===== src/rtl/alu_md.sv =====
// alu_md: execute-stage ALU with a combinational logic/arith/shift path plus an
//   iterative unsigned multiply/divide unit that writes the HI/LO registers.
// Latency: Y/zero/blez_out are combinational; MULTU/DIVU take WIDTH cycles,
//   divide by zero takes 1 cycle.
// Backpressure: start is accepted only when not busy; start while busy is
//   dropped, so the controller must stall on busy.
// Ports:
//   clk, reset        rising-edge clock, asynchronous active-high reset
//   A, B, shamt, F    operands, shift amount, combinational function select
//   md_op, start      00 none, 01 MULTU, 10 DIVU, 11 reserved; launch strobe
//   Y, zero, blez_out combinational result, Y==0, A<=0 (signed)
//   busy, done        operation in flight; one-cycle pulse after hi/lo update
//   hi, lo            result registers (product high/low, remainder/quotient)
module alu_md #(
  parameter int WIDTH = 32,
  parameter int SHW   = 5
) (
  input  logic             clk,
  input  logic             reset,
  input  logic [WIDTH-1:0] A,
  input  logic [WIDTH-1:0] B,
  input  logic [SHW-1:0]   shamt,
  input  logic [3:0]       F,
  input  logic [1:0]       md_op,
  input  logic             start,
  output logic [WIDTH-1:0] Y,
  output logic             zero,
  output logic             blez_out,
  output logic             busy,
  output logic             done,
  output logic [WIDTH-1:0] hi,
  output logic [WIDTH-1:0] lo
);

  localparam logic [SHW-1:0] LAST = SHW'(WIDTH - 1);

  // ---------------- combinational result path ----------------
  logic [WIDTH-1:0] w_bb;
  logic [WIDTH-1:0] w_sum;

  assign w_bb  = F[2] ? ~B : B;
  // F[2] doubles as the carry-in, so SUB is A + ~B + 1.
  assign w_sum = A + w_bb + {{(WIDTH-1){1'b0}}, F[2]};

  always_comb begin
    Y = '0;
    case (F[1:0])
      2'b00: Y = A & w_bb;
      2'b01: Y = F[2] ? (B << shamt) : (A | w_bb);
      2'b10: begin
        case (F[3:2])
          2'b10:   Y = B >> shamt;
          2'b11:   Y = $unsigned($signed(B) >>> shamt);
          default: Y = w_sum;
        endcase
      end
      // SLT by sign of the sum only; signed overflow is deliberately not fixed up.
      default: Y = {{(WIDTH-1){1'b0}}, w_sum[WIDTH-1]};
    endcase
  end

  assign zero     = (Y == '0);
  assign blez_out = A[WIDTH-1] | (A == '0);

  // ---------------- multiply / divide unit ----------------
  typedef enum logic [1:0] {S_IDLE, S_MUL, S_DIV, S_DONE} state_t;

  state_t             r_state, w_state_nxt;
  logic [SHW-1:0]     r_count, w_count_nxt;
  // acc: MUL = {partial product, remaining multiplier bits};
  //      DIV = {partial remainder, remaining dividend / quotient bits}
  logic [2*WIDTH-1:0] r_acc, w_acc_nxt;
  logic [WIDTH-1:0]   r_divisor, w_divisor_nxt;   // multiplicand for MUL
  logic [WIDTH-1:0]   r_hi, w_hi_nxt;
  logic [WIDTH-1:0]   r_lo, w_lo_nxt;

  logic               w_launch;
  logic               w_last;
  logic [WIDTH:0]     w_mul_add;
  logic [2*WIDTH-1:0] w_mul_step;
  logic [WIDTH:0]     w_rem_sh;
  logic [WIDTH-1:0]   w_diff;
  logic               w_ge;
  logic [2*WIDTH-1:0] w_div_step;

  // Shift-add: add the multiplicand into the top half when the current
  // multiplier bit is set, then shift the whole accumulator right, keeping the carry.
  assign w_mul_add  = {1'b0, r_acc[2*WIDTH-1:WIDTH]} + {1'b0, r_divisor};
  assign w_mul_step = r_acc[0] ? {w_mul_add, r_acc[WIDTH-1:1]}
                               : {1'b0, r_acc[2*WIDTH-1:1]};

  // Restoring divide: the remainder stays below the divisor, so the shifted
  // remainder needs one extra bit and the difference always fits in WIDTH bits.
  assign w_rem_sh   = r_acc[2*WIDTH-1:WIDTH-1];
  assign w_ge       = (w_rem_sh >= {1'b0, r_divisor});
  assign w_diff     = w_rem_sh[WIDTH-1:0] - r_divisor;
  assign w_div_step = w_ge ? {w_diff, r_acc[WIDTH-2:0], 1'b1}
                           : {w_rem_sh[WIDTH-1:0], r_acc[WIDTH-2:0], 1'b0};

  assign w_last   = (r_count == LAST);
  assign w_launch = start && ((r_state == S_IDLE) || (r_state == S_DONE))
                    && ((md_op == 2'b01) || (md_op == 2'b10));

  always_comb begin
    w_state_nxt   = r_state;
    w_count_nxt   = r_count;
    w_acc_nxt     = r_acc;
    w_divisor_nxt = r_divisor;
    w_hi_nxt      = r_hi;
    w_lo_nxt      = r_lo;
    case (r_state)
      S_IDLE, S_DONE: begin
        if (w_launch) begin
          w_state_nxt   = (md_op == 2'b01) ? S_MUL : S_DIV;
          w_count_nxt   = '0;
          w_acc_nxt     = {{WIDTH{1'b0}}, A};
          w_divisor_nxt = B;
        end else begin
          w_state_nxt = S_IDLE;
        end
      end
      S_MUL: begin
        w_acc_nxt   = w_mul_step;
        w_count_nxt = r_count + 1'b1;
        if (w_last) begin
          w_hi_nxt    = w_mul_step[2*WIDTH-1:WIDTH];
          w_lo_nxt    = w_mul_step[WIDTH-1:0];
          w_state_nxt = S_DONE;
        end
      end
      S_DIV: begin
        if (r_divisor == '0) begin
          // Divide by zero: finish at once, quotient saturated, dividend as remainder.
          w_hi_nxt    = r_acc[WIDTH-1:0];
          w_lo_nxt    = '1;
          w_state_nxt = S_DONE;
        end else begin
          w_acc_nxt   = w_div_step;
          w_count_nxt = r_count + 1'b1;
          if (w_last) begin
            w_hi_nxt    = w_div_step[2*WIDTH-1:WIDTH];
            w_lo_nxt    = w_div_step[WIDTH-1:0];
            w_state_nxt = S_DONE;
          end
        end
      end
      default: w_state_nxt = S_IDLE;
    endcase
  end

  always_ff @(posedge clk or posedge reset) begin
    if (reset) begin
      r_state   <= S_IDLE;
      r_count   <= '0;
      r_acc     <= '0;
      r_divisor <= '0;
      r_hi      <= '0;
      r_lo      <= '0;
    end else begin
      r_state   <= w_state_nxt;
      r_count   <= w_count_nxt;
      r_acc     <= w_acc_nxt;
      r_divisor <= w_divisor_nxt;
      r_hi      <= w_hi_nxt;
      r_lo      <= w_lo_nxt;
    end
  end

  assign busy = (r_state == S_MUL) || (r_state == S_DIV);
  assign done = (r_state == S_DONE);
  assign hi   = r_hi;
  assign lo   = r_lo;

endmodule


===== config.mk =====
export PLATFORM = sky130hd
export DESIGN_NAME = alu_md
export DESIGN_NICKNAME = d
export VERILOG_FILES = /design/src/rtl/alu_md.sv
export SDC_FILE = /design/constraint.sdc
export NUM_CORES = 1
export LEC_CHECK = 0
export ABC_AREA = 1
export BUFFER_PORTS_ARGS = -buffer_cell sky130_fd_sc_hd__buf_4
export CAP_MARGIN = 20
export CORE_AREA = 2 2 190 192
export DETAILED_ROUTE_END_ITERATION = 7
export DIE_AREA = 0 0 192 194
export PLACE_DENSITY = 0.76
export SLEW_MARGIN = 10
export SYNTH_ARGS = -nofsm -noshare
export SYNTH_HDL_FRONTEND = slang
export SYNTH_SLANG_ARGS = --single-unit
export TNS_END_PERCENT = 5

===== constraint.sdc =====
create_clock -name clk -period 7.7 [get_ports clk]
set_clock_uncertainty 0.1 [all_clocks]
set_input_delay 1.54 -clock clk [delete_from_list [all_inputs] [get_ports clk]]
set_output_delay 1.54 -clock clk [all_outputs]
set_load 0.03 [all_outputs]

==> flow_metrics.env <==
export IMPL_grt_remaining_overflow=0
export IMPL_p_sw_share_pct=49.95
export IMPL_p_leak_uw=0.01202
export IMPL_path_clk_slew_ps=70
export IMPL_setup_violations=0
export IMPL_cts_buffer_depth=2
export IMPL_place_hpwl_um=72340
export IMPL_end_kind="output port"
export IMPL_synth_top_family_by_area="simple AND/OR/NAND/NOR gates"
export IMPL_fp_dieW_um=192
export IMPL_finalMaxSlewViolations=0
export IMPL_dr_pass1_iters=6
export IMPL_finalPower_uw=4138
export IMPL_slowest_stage="buf_4"
export IMPL_yosys_warnings=0
export IMPL_p_comb_share_pct=51.2
export IMPL_dp_slack_ps=1232
export IMPL_crit_chain="buf_4, nand2_1, nand2_1, inv_1, fa_1, inv_1, nand2_1, o21ai_2, nand2_1, nand2_1, nand2_1, nand2_1, nand2_1, nand3_1, nand3_1, nand2_1, nand2_1, nor2_1, nand2_1, nor2_1, nand2_1, nor2_1, buf_4"
export IMPL_syn_area_per_cell_um2=5.935
export IMPL_antenna_diode_count=0
export IMPL_worst_pin_slew_ps=1149
export IMPL_synth_compound_area_share_pct=16.58
export IMPL_synth_seq_area_share_pct=20.06
export IMPL_vdd_drop_max_mv=0.2079
export IMPL_cts_htree_levels=4
export IMPL_p_sw_uw=2067
export IMPL_synthAdderAreaFrac_pct=8.337
export IMPL_fp_dieH_um=194
export IMPL_io_pins=178
export IMPL_cts_hold_buf=0
export IMPL_powerDensity_mw_per_mm2=182.5
export IMPL_die_area_mm2=0.03725
export IMPL_vias_per_cell=6.473
export IMPL_rsz0062_at_grt="no"
export IMPL_cp_max_fo=37
export IMPL_io_buffers=177
export IMPL_synth_edf_count=0
export IMPL_seqPwrFrac_pct=27.4
export IMPL_cts_setup_buffers=0
export IMPL_ctsRootBufferMaster="clkbuf_16"
export IMPL_max_stage_delay_ps=440
export IMPL_antenna_left=0
export IMPL_synthCells=3510
export IMPL_num_vias=26170
export IMPL_timing_slew_headroom_pct=23.28
export IMPL_drc_errors=0
export IMPL_layout_setup_ws_ps=1092
export IMPL_fin_setup_tns_ps=0
export IMPL_clock_sinks=167
export IMPL_intPower_uw=2071
export IMPL_cts_made_buffers=17
export IMPL_syn_area_mm2=0.02083
export IMPL_drt_iter0_drc=3705
export IMPL_crit_arrival_ps=4970
export IMPL_syn_to_final_growth_pct=8.865
export IMPL_hold_viol_final=0
export IMPL_antenna_found_initial=2
export IMPL_path_common_cell="nand2_1"
export IMPL_clock_latency_ps=460
export IMPL_synth_flop_cell="dfrtp_1"
export IMPL_drt_total_wl_um=94730
export IMPL_finalCriticalPeriod_ps=6608
export IMPL_initial_core_util_pct=59.14
export IMPL_routedWlPerCell_um=23.43
export IMPL_p_clk_share_pct=21.3
export IMPL_n_fill_cell=3361
export IMPL_critPathRequiredTime_ps=6060
export IMPL_rows=69
export IMPL_grt_total_usage_pct=50.78
export IMPL_synthSimpleGateAreaFrac_pct=40.49
export IMPL_routabilityCongestion=1.141
export IMPL_status="complete, no violations"
export IMPL_fin_crit_sh_pct=85.81
export IMPL_ys_types=58
export IMPL_fin_nets=3784
export IMPL_grt_pass1_vias=24820
export IMPL_syn_num_nets=3725
export IMPL_cts_tree="yes"
export IMPL_ys_async_sr_fraction_pct=100.0
export IMPL_max_freq_mhz=151.3
export IMPL_synth_xor_area_share_pct=2.817
export IMPL_min_path_type="register to register"
export IMPL_grt_pass1_wl_um=143700
export IMPL_crit_type="input port to output port"
export IMPL_ctsResizeCount=0
export IMPL_fin_hold_ws_ps=419.5
export IMPL_synth_mux_area_share_pct=0
export IMPL_drive_above_1_share_pct=9.185
export IMPL_critPathLaunchType="input port"
export IMPL_synth_seq_cells=167
export IMPL_core_mm2=0.03522
export IMPL_cap_viol_max_count=0
export IMPL_grt_max_degree=103
-- critical path, delay by kind of cell --
kind                       cells  cell delay [ps]
AOI/OAI and AO/OA              1              250
adders and majority gates      1              390
buffers and inverters          4              830
and+or+nand+nor               17             1920
-- cell families after synthesis --
group,count (synthesis)
compound gates,603
buf+inv,591
fa+ha+maj,137
flops,167
simple gates,1945
xor+xnor,67
-- per-stage QoR --
step,area (um^2),utilization (%),std cells
after global routing,22680,64.38,4043
final,22680,64.38,4043
after detailed placement,22090,62.71,4010
after global placement,22090,62.71,4010
after floorplan,20830,-,3510
after CTS,22670,64.37,4042
-- path summary, 6_finish.rpt --
path | from | cells after the start | endpoint | slack (ps)
min reg2reg | r_count[4] | 1 | r_count[4] | 420
min in group asynchronous | reset | 2 | lo[9] | 1200
min | r_count[4] | 1 | r_count[4] | 420
max in group asynchronous | reset | 3 | r_divisor[22] | 4760
max reg2reg | r_divisor[1] | 13 | r_count[3] | 2940
max | F[2] | 23 | zero | 1090
-- metal layers --
| layer | global-route usage [%] | wire (um) | share of wire (%) |
|---|---|---|---|
| met3 | 13.14 | 11920 | 13 |
| met4 | 44.05 | 10440 | 11 |
| met1 | 59.30 | 32460 | 34 |
| met5 | 0 | 36 | 0.038 |
| met2 | 76.86 | 39870 | 42 |
-- placed cells by master, fill, tap and decap left out, types with 5 or more instances in the layout --
| cell | synthesis | routed |
|---|---|---|
| o22ai_1 | 8 | 8 |
| or2_2 | 18 | 18 |
| a22oi_1 | 9 | 9 |
| inv_1 | 420 | 418 |
| clkbuf_16 | 0 | 17 |
| nand2_2 | 30 | 30 |
| nor4_1 | 18 | 18 |
| buf_4 | 11 | 197 |
| nand3_2 | 7 | 7 |
| nand2_4 | 5 | 5 |
| a21boi_0 | 5 | 5 |
| ha_1 | 134 | 133 |
| a31oi_1 | 42 | 42 |
| and2_1 | 5 | 5 |
| o221ai_2 | 10 | 10 |
| inv_2 | 9 | 9 |
| o221ai_1 | 12 | 12 |
| nand3_1 | 551 | 551 |
| nand2_1 | 953 | 953 |
| o21ai_0 | 239 | 239 |
| nor3_1 | 25 | 25 |
| xnor2_1 | 54 | 54 |
| o211ai_1 | 17 | 17 |
| nor2_1 | 278 | 277 |
| xor2_1 | 13 | 13 |
| a21boi_1 | 5 | 5 |
| a21o_1 | 5 | 5 |
| a21oi_1 | 184 | 184 |
| nand4_1 | 42 | 42 |
| dfrtp_1 | 167 | 167 |
| o21ai_1 | 29 | 29 |
| o21bai_1 | 14 | 14 |
| o21a_1 | 5 | 5 |
-- registers in the layout, summed over array words and instances, names as in the netlist --
register	flops
hi	32
lo	32
r_acc	64
r_count	5
r_divisor	32
r_state	2
-- synth_stat cells, drive strengths merged (4+ instances only) --
| library cell | number | area, um^2 |
|---|---|---|
| nand2 | 988 | 3821 |
| nand3 | 558 | 2828 |
| inv | 430 | 1617 |
| nor2 | 284 | 1091 |
| o21ai | 270 | 1359 |
| a21oi | 187 | 947.2 |
| dfrtp | 167 | 4179 |
| ha | 134 | 1677 |
| buf | 98 | 585.6 |
| clkbuf | 60 | 226.5 |
| xnor2 | 54 | 473.0 |
| a31oi | 42 | 262.8 |
| nand4 | 42 | 262.8 |
| nor3 | 25 | 125.1 |
| o221ai | 22 | 255.2 |
| nor4 | 18 | 112.6 |
| or2 | 18 | 112.6 |
| o211ai | 17 | 127.6 |
| o21bai | 15 | 116.4 |
| xor2 | 13 | 113.9 |
| a21boi | 11 | 86.34 |
| a22oi | 11 | 92.58 |
| o22ai | 8 | 50.05 |
| and2 | 6 | 38.79 |
| a21o | 5 | 37.54 |
| o21a | 5 | 37.54 |
| nand3b | 4 | 30.03 |
-- cell type report --
type | count | area (um^2) | share of cell area, %
multi-input combinational | 2752 | 14220 | 62.71
sequential | 167 | 4179 | 18.43
inverter | 433 | 1633 | 7.200
timing repair buffer | 198 | 1484 | 6.543
tap | 461 | 576.8 | 2.543
clock buffer | 19 | 442.9 | 1.953
clock inverter | 13 | 140.1 | 0.6179
-- power groups by stage --
stage                     clock (uW)  combinational [uW]  sequential, uW
after global placement             0                1970            1130
after CTS                        867                2010            1120
after detailed placement           0                1990            1130
after floorplan                    0                1410            1070
final                            883                2120            1140
after global routing             906                2290            1140
(Power assumes the default switching activity.)
